===== config.mk =====
export PLATFORM = sky130hd
export DESIGN_NAME = serial_subtractor
export DESIGN_NICKNAME = d
export VERILOG_FILES = /design/src/rtl/sub_pkg.sv /design/src/rtl/subtract_digit.sv /design/src/rtl/serial_subtractor.sv
export SDC_FILE = /design/constraint.sdc
export NUM_CORES = 1
export LEC_CHECK = 0
export BUFFER_PORTS_ARGS = -buffer_cell sky130_fd_sc_hd__buf_2
export CORE_ASPECT_RATIO = 0.75
export CORE_MARGIN = 1.5
export CORE_UTILIZATION = 57
export DETAILED_ROUTE_END_ITERATION = 8
export GPL_TIMING_DRIVEN = 0
export PLACE_DENSITY = 0.83
export SLEW_MARGIN = 20
export SYNTH_ARGS = -nofsm -noshare
export SYNTH_HDL_FRONTEND = slang
export SYNTH_SLANG_ARGS = --single-unit

===== constraint.sdc =====
create_clock -name clk -period 5.1 [get_ports clk]
set_input_delay 1.53 -clock clk [delete_from_list [all_inputs] [get_ports clk]]
set_output_delay 1.53 -clock clk [all_outputs]
set_load 0.005 [all_outputs]

===== src/rtl/sub_pkg.sv =====
// Shared constants for the digit-serial subtractor: default geometry and FSM encoding.
package sub_pkg;

  localparam int DEF_WIDTH = 32;
  localparam int DEF_DIGIT = 4;

  typedef enum logic [1:0] {
    ST_IDLE = 2'd0,
    ST_RUN  = 2'd1,
    ST_DONE = 2'd2
  } state_t;

endpackage


===== src/rtl/subtract_digit.sv =====
// Combinational DIGIT-wide ripple chain of full-subtractor cells: d = x - y - bin.
module subtract_digit
  import sub_pkg::*;
#(
  parameter int DIGIT = DEF_DIGIT
) (
  input  logic [DIGIT-1:0] x,
  input  logic [DIGIT-1:0] y,
  input  logic             bin,
  output logic [DIGIT-1:0] d,
  output logic             bout
);

  logic [DIGIT:0] brw;

  assign brw[0] = bin;

  for (genvar i = 0; i < DIGIT; i++) begin : g_cell
    assign d[i]       = x[i] ^ y[i] ^ brw[i];
    // Borrow out when y beats x, or they tie and a borrow is already pending.
    assign brw[i+1]   = (~x[i] & y[i]) | (~(x[i] ^ y[i]) & brw[i]);
  end

  assign bout = brw[DIGIT];

endmodule


===== src/rtl/serial_subtractor.sv =====
// Digit-serial a - b: one DIGIT-wide slice per clock, LSB first, with a registered
// borrow between slices and a start/busy/done handshake.
module serial_subtractor
  import sub_pkg::*;
#(
  parameter int WIDTH = DEF_WIDTH,
  parameter int DIGIT = DEF_DIGIT
) (
  input  logic             clk,
  input  logic             reset,
  input  logic             start,
  input  logic [WIDTH-1:0] a,
  input  logic [WIDTH-1:0] b,
  output logic             busy,
  output logic             done,
  output logic [WIDTH-1:0] diff,
  output logic             borrow,
  output logic             overflow
);

  localparam int NDIG = WIDTH / DIGIT;
  localparam int CW   = (NDIG > 1) ? $clog2(NDIG) : 1;
  localparam logic [CW-1:0] LAST = CW'(NDIG - 1);

  state_t           state_q, state_d;
  logic [CW-1:0]    cnt_q, cnt_d;
  logic [WIDTH-1:0] a_q, a_d, b_q, b_d, diff_q, diff_d;
  logic             brw_q, brw_d;
  logic             borrow_q, borrow_d, ovf_q, ovf_d;
  logic             busy_q, busy_d, done_q, done_d;

  logic [DIGIT-1:0] x_dig, y_dig, d_dig;
  logic             bout;
  int               base;

  subtract_digit #(.DIGIT(DIGIT)) u_digit (
    .x    (x_dig),
    .y    (y_dig),
    .bin  (brw_q),
    .d    (d_dig),
    .bout (bout)
  );

  always_comb begin
    base  = int'(cnt_q) * DIGIT;
    x_dig = a_q[base +: DIGIT];
    y_dig = b_q[base +: DIGIT];
  end

  always_comb begin
    state_d  = state_q;
    cnt_d    = cnt_q;
    a_d      = a_q;
    b_d      = b_q;
    diff_d   = diff_q;
    brw_d    = brw_q;
    borrow_d = borrow_q;
    ovf_d    = ovf_q;
    busy_d   = busy_q;
    done_d   = 1'b0;
    case (state_q)
      ST_RUN: begin
        diff_d[base +: DIGIT] = d_dig;
        brw_d = bout;
        cnt_d = cnt_q + 1'b1;
        if (cnt_q == LAST) begin
          state_d  = ST_DONE;
          busy_d   = 1'b0;
          done_d   = 1'b1;
          borrow_d = bout;
          // The final digit holds the result MSB, so no need to wait for diff_q.
          ovf_d    = (a_q[WIDTH-1] != b_q[WIDTH-1]) && (d_dig[DIGIT-1] != a_q[WIDTH-1]);
        end
      end
      default: begin
        state_d = ST_IDLE;
        if (start) begin
          state_d  = ST_RUN;
          a_d      = a;
          b_d      = b;
          cnt_d    = '0;
          brw_d    = 1'b0;
          diff_d   = '0;
          borrow_d = 1'b0;
          ovf_d    = 1'b0;
          busy_d   = 1'b1;
        end
      end
    endcase
  end

  always_ff @(posedge clk) begin
    if (reset) begin
      state_q  <= ST_IDLE;
      cnt_q    <= '0;
      a_q      <= '0;
      b_q      <= '0;
      diff_q   <= '0;
      brw_q    <= 1'b0;
      borrow_q <= 1'b0;
      ovf_q    <= 1'b0;
      busy_q   <= 1'b0;
      done_q   <= 1'b0;
    end else begin
      state_q  <= state_d;
      cnt_q    <= cnt_d;
      a_q      <= a_d;
      b_q      <= b_d;
      diff_q   <= diff_d;
      brw_q    <= brw_d;
      borrow_q <= borrow_d;
      ovf_q    <= ovf_d;
      busy_q   <= busy_d;
      done_q   <= done_d;
    end
  end

  assign busy     = busy_q;
  assign done     = done_q;
  assign diff     = diff_q;
  assign borrow   = borrow_q;
  assign overflow = ovf_q;

endmodule

==> results.cfg, run 1 <==
[worst_setup_path]
slowest_delay_ns = 0.59
slowest_stage = fa_1
crit_path_start_kind = flop
end_kind = flop
crit_path_max_fanout = 10
critPathKind = flop to flop
worstPathRequired_ns = 5.39
crit_top_cell = fa_1
cp_num_buf_inv = 3
arrival_ns = 4.21
crit_chain = buf_2 -> buf_4 -> mux2i_1 -> a221oi_1 -> fa_1 -> inv_1 -> fa_1 -> fa_1 -> fa_1 -> nor2b_1 -> a32o_1
crit_family = adder cells

[clocking]
cts_hold_buf = 0
cts.clk_slew.worst_paths_ns = 0.07
numCtsBuffers = 9
cts.repair.resized = 0
cts.sinks = 106
htreeDepth = 3
tritoncts = done
root_buffer = clkbuf_16
ctsLongestPathBuffers = 2
clock_latency_ns = 0.35
cts_setup_buffers = 0

[yosys]
syn_nets = 599
synth_top_area_share_pct = 43.29
synth_area_mm2 = 0.004902
postSynthAreaPerCell_um2 = 9.409
yosysWarnings = 0
synth_cell_type_count = 47
synth-seq-area-share_pct = 43.29
synth_top_cell_by_area = dfxtp_1
synth_area_leaders = dfxtp_1 (43%), o21ai_0 (8.0%), a21oi_1 (7.1%)
netlist_instances = 521
ys_ff_latch = 106

[floorplan]
ios = 103
dieWidth_um = 110.1
start_util_pct = 58.23
row_count = 29
die_h_um = 83.32
dieArea_mm2 = 0.009172
fp.coreArea_mm2 = 0.008418

[min_path]
hp-class = flop to flop

[global_routing]
grt-busiest-layer = met2
grt_pass1_vias = 4309
grt_use_met2_pct = 46.13
grt_pass1_wl_um = 21560
grt_antenna_before_repair = 0
grt_usage_pct = 30.68
grt_start_max_net_pins = 17
grtUsageMet1_pct = 44.17
overflow = 0
use_met3_pct = 6.044

[finish]
nets = 711
drive_above_1_share_pct = 24.80
layout.cells.non_filler = 745
syn_to_final_growth_pct = 19.73
fin_area_mm2 = 0.005869
diodes = 0

[routing]
viasPerCell = 6.172
dr.pass1.iters = 5
routed-via-count = 4598
drt_iter0_drc = 335
drt_wl_total_um = 13680
avgRoutedWirePerCell_um = 18.36
postRouteAntennaNets = 0
drc = 0

[outcome]
outcome = finished, final reports clean

[place]
hpwl_um = 9938
gp_congestion = 0.8930
dp.cells = 730
pre_cts_ws_ns = 1.250
port_buffers = 101
placed_cell_area_mm2 = 0.005543

[sta]
setup_violations = 0
period_share_pct = 76.91
rsz0062_at_grt = no
tightest_slew_ns = 0.6361
period_needed_ns = 3.922
fmax_mhz = 255.0
slew_viol_final = 0
final.setup.tns_ns = 0
hold_violations = 0
relSlewSlack_pct = 57.60
final.setup.worst_slack_ns = 1.178
clock_skew_ns = 0.007661

[run]
maxCapViolCount = 0

[pwr]
vdd_drop_max_uv = 181.3
leakage_nw = 2.350
power.density_mw_per_mm2 = 329.3
## stage by stage
stage / util [%] / hold WS, ns / total power [mW]
final: 69.72 / 0.4608 / 1.933
after global routing: 69.72 / 0.4894 / 1.989
after CTS: 69.72 / 0.4663 / 1.927
after detailed placement: 65.84 / 0.4446 / 1.182
after global placement: 65.84 / 0.4457 / 1.170
after floorplan: - / 0.4505 / 1.081
## layout by cell type (no fill, tap or decap), types with 2 or more instances in the layout
| cell | instances |
|---|---|
| nor4bb_1 | 2 |
| a221oi_4 | 4 |
| clkbuf_1 | 22 |
| buf_4 | 5 |
| nand4_1 | 2 |
| buf_2 | 116 |
| fa_1 | 4 |
| nor2b_1 | 12 |
| a32o_1 | 13 |
| a221oi_1 | 4 |
| nand3b_1 | 2 |
| a22oi_1 | 4 |
| mux2i_1 | 24 |
| nor3_1 | 2 |
| and2b_1 | 2 |
| mux4_2 | 8 |
| nor2_1 | 11 |
| buf_1 | 5 |
| nand3_1 | 67 |
| nand2_1 | 8 |
| clkbuf_8 | 2 |
| and4_1 | 2 |
| ha_1 | 7 |
| inv_1 | 4 |
| nand2b_1 | 4 |
| nor3b_1 | 3 |
| dfxtp_1 | 106 |
| o21ai_0 | 78 |
| clkbuf_16 | 9 |
| o2bb2ai_1 | 3 |
| a22o_1 | 8 |
| a21oi_1 | 70 |
| buf_6 | 4 |
| bufinv_16 | 2 |
## sequential cells by signal, summed over array words and instances (netlist names)
signal and flops:
borrow 1, diff 32, busy 1, cnt_q 3
done 1, state_q 2, b_q 32, overflow 1
a_q 32, brw_q 1
## where the power goes
part	internal, mW	switching [mW]
Sequential	0.861	0.0223
Clock	0.455	0.304
Combinational	0.114	0.176
Total	1.43	0.502
## synth_stat cells (all sizes together)
master,number
nand4,3
a32o,13
nor4,1
buf,29
ha,7
a31oi,1
o21ai,78
a21oi,70
and4bb,1
nor3,2
o211ai,1
clkbuf,22
nand4b,1
nor4b,1
nand2,8
o2bb2ai,3
a22o,8
nand3b,2
inv,5
nor3b,3
o2111ai,1
a22oi,4
nand3,67
fa,4
nand2b,5
clkinv,1
o22ai,1
mux2i,24
mux4,8
a221oi,8
and4b,1
nor4bb,2
a2bb2o,1
and2b,2
nor2,11
nor2b,12
or3,1
and4,2
dfxtp,106
and2,1
## routing by layer
| metal | wire [um] | vias to the layer above |
|---|---|---|
| met5 | 0 | - |
| met4 | 176 | 0 |
| met3 | 1263 | 17 |
| met2 | 6116 | 245 |
| met1 | 6119 | 2182 |
| li1 | - | 2154 |
## cell families after synthesis
logic type / count (synthesis) / synth area share [%]
buffers and inverters: 57 / 5.743
flip-flops: 106 / 43.29
adder cells (fa/ha/maj): 11 / 3.420
multiplexers: 32 / 8.576
AO/OA/AOI/OAI: 189 / 23.99
AND/OR/NAND/NOR: 126 / 14.98
## path summary, 6_finish.rpt
path         cells after the start  slack (ns)  startpoint        to
max                             11        1.18    cnt_q[1]  diff[27]
min                              1        0.46    diff[29]  diff[29]
max reg2reg                     11        1.18    cnt_q[1]  diff[27]
min reg2reg                      1        0.46    diff[29]  diff[29]
## layout make-up
cell class	count	area, um2
fillers	649	2549
multi-input cells	358	2499
flip-flops and latches	106	2122
repair buffers	101	505.5
plain buffers	51	259.0
clock buffers	11	252.7
well taps	108	135.1
clock inverters	4	73.82
inverters	6	22.52
Note: power is estimated with default switching activity, not from simulation.
==> inputs of run 2 (changes only) <==
- CORE_UTILIZATION: 57 -> 49
- PLACE_DENSITY: 0.83 -> 0.76
- clock period: 5.1 -> 3.3 ns (I/O delays scaled with it)
==> run 2 against run 1 <==
- cell count is 3.8% higher
- fmax grew 20%
- non-clock buffer count increased by 4
- via count fell by 0.61%
- sequential power up 55%
- die area grew 16%
- first-iteration DRC count increased by 21%
- final area up 2.9%
- setup slack got worse by 1.1 ns
- flip-flop and latch count unchanged
- count of clock-buffer cells in the layout did not move
- largest power group unchanged
==> results.cfg, run 2 (synthesized netlist as in run 1, its figures left out) <==
[clocking]
cts.sinks = 106
cts_hold_buf = 0
tritoncts = done
root_buffer = clkbuf_16
clock_latency_ns = 0.35
cts.clk_slew.worst_paths_ns = 0.07
htreeDepth = 3
numCtsBuffers = 9
ctsLongestPathBuffers = 2

[sta]
slew_viol_final = 0
hold_violations = 0
period_share_pct = 98.81
period_needed_ns = 3.261
tightest_slew_ns = 0.6257
fmax_mhz = 306.7
setup_violations = 0
hold_slack_ns = 0.4666
clock_skew_ns = 0.009983
relSlewSlack_pct = 58.29
rsz0062_at_grt = yes

[worst_setup_path]
end_kind = flop
worstPathRequired_ns = 3.54
arrival_ns = 3.50
critPathKind = flop to flop
crit_top_cell = fa_2
crit_path_max_fanout = 10
crit_chain = buf_8 -> buf_12 -> mux2i_1 -> a22oi_1 -> o21ai_4 -> fa_2 -> inv_2 -> fa_2 -> fa_2 -> fa_2 -> nand2b_4 -> o22ai_2 -> a32o_1
slowest_stage = fa_2
crit_path_start_kind = flop
cp_num_buf_inv = 3
slowest_delay_ns = 0.61
crit_family = adder cells

[finish]
fin_area_mm2 = 0.006042
mostFrequentLayoutCells = buf_2 (116), dfxtp_1 (103), o21ai_0 (77)
mostFrequentLayoutCell = buf_2
drive_above_1_share_pct = 27.46
diodes = 0
nets = 715
nFillCells = 812
syn_to_final_growth_pct = 23.25

[min_path]
hp-class = flop to flop

[pwr]
internal_power_mw = 2.297
leakage_nw = 2.402
power.switching_mw = 0.7939
power.density_mw_per_mm2 = 511.5
swShare_pct = 25.69
pwr-share-seq_pct = 44.2
vdd_drop_max_uv = 293.4
combPwrFrac_pct = 15.8
power.total_mw = 3.091
clock_power_share_pct = 40.0

[place]
port_buffers = 101
gp_congestion = 0.8740
placed_cell_area_mm2 = 0.005573
hpwl_um = 10050

[floorplan]
die_h_um = 89.62
row_count = 31
fp.coreArea_mm2 = 0.009697
dieWidth_um = 118.5
start_util_pct = 50.55
ios = 103
dieArea_mm2 = 0.01062

[routing]
drc = 0
routed-via-count = 4570
avgRoutedWirePerCell_um = 18.24
drt_iter0_drc = 406
postRouteAntennaNets = 0
drt_wl_total_um = 14100
viasPerCell = 5.912
dr.pass1.iters = 5

[run]
maxCapViolCount = 0

[global_routing]
grt_usage_pct = 26.27
grt_pass1_wl_um = 21580
grt_start_max_net_pins = 17
grt_pass1_vias = 4246
overflow = 0
grt_antenna_before_repair = 0

[outcome]
outcome = finished, final reports clean
run 2: changes by cell type in the layout (fill, tap and decap cells not counted), sizes merged:
cell	change
buf	+4
bufinv	+1
clkinv	-1
run 2: path summary, 6_finish.rpt:
kind | start | to | slack (ns) | cells past startpoint
worst min register to register | diff[24] | diff[24] | 0.47 | 1
worst max register to register | cnt_q[1] | overflow | 0.04 | 13
worst min-delay path | diff[24] | diff[24] | 0.47 | 1
worst max-delay path | cnt_q[1] | overflow | 0.04 | 13
run 2: power groups by stage:
| stage | logic [mW] | clock network, mW | registers, mW |
|---|---|---|---|
| final | 0.488 | 1.24 | 1.37 |
| after global placement | 0.420 | 0 | 1.39 |
| after detailed placement | 0.436 | 0 | 1.39 |
| after global routing | 0.521 | 1.29 | 1.37 |
| after floorplan | 0.291 | 0 | 1.38 |
| after CTS | 0.473 | 1.24 | 1.36 |
run 2: area by class of cell:
type                            count  area, um2  area share [%]
Inverter                            6      22.52          0.3727
Clock inverter                      4      98.84           1.636
Buffer                             49      279.0           4.618
Clock buffer                       11      242.7           4.017
Timing Repair Buffer              107      548.0           9.070
Sequential cell                   106       2131           35.27
Multi-Input combinational cell    358       2555           42.29
Tap cell                          132      165.2           2.733
run 2: timing repair:
| item | in CTS | in global routing |
|---|---|---|
| gates resized for setup | 21 | 10 |
| pin swaps | 5 | 8 |
| cloned | 0 | 0 |
| endpoints found under the hold margin | 0 | 0 |
| setup buffers | 5 | 1 |
| endpoints found under the setup margin | 16 | 9 |
run 2: routing by layer:
layer / wire length (um) / global-route usage [%] / part of all wire (%) / vias to the layer above
li1: - / - / - / 2159
met2: 6147 / 40.96 / 44 / 197
met3: 1105 / 5.997 / 7.8 / 26
met4: 257 / 8.653 / 1.8 / 0
met5: 0 / 0 / 0 / -
met1: 6592 / 36.64 / 47 / 2188
run 2: stage by stage:
stage | cells | utilization (%) | setup TNS (ns) | setup slack, ns
after floorplan | 521 | - | 0 | 0.02013
after global placement | 754 | 57.47 | -2.824 | -0.4609
after detailed placement | 754 | 57.47 | -3.827 | -0.5407
after CTS | 774 | 61.99 | -0.09083 | -0.08119
after global routing | 773 | 62.31 | -0.05051 | -0.04265
final | 773 | 62.31 | 0 | 0.03927
==> inputs of run 3 (changes only) <==
- SETUP_SLACK_MARGIN: default -> 0.4
==> run 3 against run 2 <==
- flip-flop and latch count stayed put
- worst hold slack worse by 0.0053 ns
- highest routed layer unchanged
- register-to-register slack worse by 0.02 ns
- first-iteration DRC count is 8.4% lower
- die area stayed put
- sequential power hardly changed
- non-clock buffer count is 2 higher
- critical path depth is 1 lower
- critical endpoint unchanged
==> results.cfg, run 3 (synthesized netlist as in run 1, its figures left out) <==
[floorplan]
ios = 103
fp.coreArea_mm2 = 0.009697
die_h_um = 89.62
dieArea_mm2 = 0.01062
start_util_pct = 50.55
dieWidth_um = 118.5
row_count = 31

[min_path]
holdPathEnd = diff[30]
hold_depth = 1
hp-start = diff[30]
hp-class = flop to flop

[worst_setup_path]
reg2regPathDepth = 12
crit_family = adder cells
slowest_delay_ns = 0.59
crit_path_start_kind = flop
cp_num_buf_inv = 3
reg2reg_from = cnt_q[1]
crit_chain = buf_6 -> buf_6 -> mux2i_1 -> a221oi_2 -> fa_2 -> inv_2 -> fa_2 -> fa_2 -> fa_2 -> nand2b_1 -> o22ai_1 -> a32o_1
worstPathRequired_ns = 3.55
end_kind = flop
reg2reg_setup_slack_ns = 0.02
crit_path_max_fanout = 10
crit_top_cell = fa_2
slowest_stage = fa_2
arrival_ns = 3.53
critPathKind = flop to flop
r2r_end = overflow

[sta]
period_share_pct = 99.37
relSlewSlack_pct = 56.38
period_needed_ns = 3.279
hold_slack_ns = 0.4613
fmax_mhz = 304.9
final.setup.worst_slack_ns = 0.02069
rsz0062_at_grt = yes
clock_skew_ns = 0.007421
hold_violations = 0
setup_violations = 0
tightest_slew_ns = 0.6543
slew_viol_final = 0

[global_routing]
grt_usage_pct = 25.61
overflow = 0
grt_antenna_before_repair = 0
grt_pass1_wl_um = 21200
grt_start_max_net_pins = 19
grt_pass1_vias = 4191

[place]
placed_cell_area_mm2 = 0.005604
hpwl_um = 9772
port_buffers = 101
dp.cells = 754
gp_congestion = 0.8552
pre_cts_ws_ns = -0.1725

[clocking]
tritoncts = done
cts_hold_buf = 0
ctsLongestPathBuffers = 2
root_buffer = clkbuf_16
cts.sinks = 106
numCtsBuffers = 9
clock_latency_ns = 0.35
cts.clk_slew.worst_paths_ns = 0.08
htreeDepth = 3

[routing]
drt_iter0_drc = 372
avgRoutedWirePerCell_um = 17.62
drt_wl_total_um = 13670
dr.pass1.iters = 5
postRouteAntennaNets = 0
routed-via-count = 4530
drc = 0
viasPerCell = 5.838

[finish]
diodes = 0
mostFrequentLayoutCell = buf_2
drive_above_1_share_pct = 28.26
mostFrequentLayoutCells = buf_2 (115), dfxtp_1 (103), o21ai_0 (77)
nets = 717
layout.cells.non_filler = 776
fin_area_mm2 = 0.006015
syn_to_final_growth_pct = 22.69

[pwr]
power.density_mw_per_mm2 = 493.7
leakage_nw = 2.392
vdd_drop_max_uv = 303.6

[outcome]
outcome = finished, final reports clean

[run]
maxCapViolCount = 0
-- run 3: worst reg2reg max path: cells and delay by family, from the launching register on --
kind | cells | cell delay, ns
AND/OR/NAND/NOR | 1 | 0.13
multiplexers | 1 | 0.13
buffers and inverters | 3 | 0.41
flip-flops | 1 | 0.39
AO/OA/AOI/OAI | 3 | 0.61
adder cells (fa/ha/maj) | 4 | 1.51
-- run 3: final cells by class --
cell class,count,area (um2)
clock buffer,9,225.2
timing repair buffer,107,554.3
tap,132,165.2
inverter,6,22.52
sequential,106,2128
clock inverter,7,76.32
buffer,51,282.8
fill,790,3682
multi-input combinational,358,2560
-- run 3: how the worst max path moves through the flow --
stage | end | depth (start not counted) | slack (ns) | startpoint
2_1_floorplan | overflow | 11 | 0.19 | cnt_q[0]
3_3_place_gp | overflow | 12 | -0.13 | cnt_q[0]
3_5_place_dp | overflow | 13 | -0.17 | cnt_q[0]
4_1_cts | overflow | 11 | 0.02 | cnt_q[0]
5_1_grt | overflow | 11 | -0.06 | cnt_q[0]
6_report | overflow | 12 | 0.02 | cnt_q[1]
-- run 3: metal layers --
layer  part of all wire [%]  routed length [um]  up-vias  global-route usage, %
met5                      0                   0        -                      0
met4                   0.75                 102        0                  7.119
met3                    7.9                1078       12                  5.303
met2                     44                5984      185                  40.27
met1                     48                6506     2164                  36.28
li1                       -                   -     2169                      -
-- run 3: what timing repair did --
| item | 4_1_cts | 5_1_grt |
|---|---|---|
| buffers inserted | 4 | 2 |
| pin swaps | 6 | 0 |
| gates resized for setup | 15 | 3 |
| cloned | 0 | 0 |
| setup endpoints to repair | 18 | 16 |
-- run 3: report_power, final --
| group | leakage [nW] | internal, mW | total (mW) | switching (mW) |
|---|---|---|---|---|
| clock | 0.142 | 0.594 | 1.10 | 0.504 |
| combinational | 1.38 | 0.219 | 0.505 | 0.287 |
| sequential | 0.866 | 1.33 | 1.37 | 0.0346 |
| total | 2.39 | 2.14 | 2.97 | 0.826 |
-- run 3: per-stage QoR --
stage          TNS (ns)  power [mW]  util (%)
3_5_place_dp    -0.8463       1.840     57.79
6_report              0       2.969     62.03
3_3_place_gp    -0.4996       1.824     57.79
2_1_floorplan         0       1.681         -
5_1_grt        -0.07625       3.060     62.03
4_1_cts               0       2.938     61.75
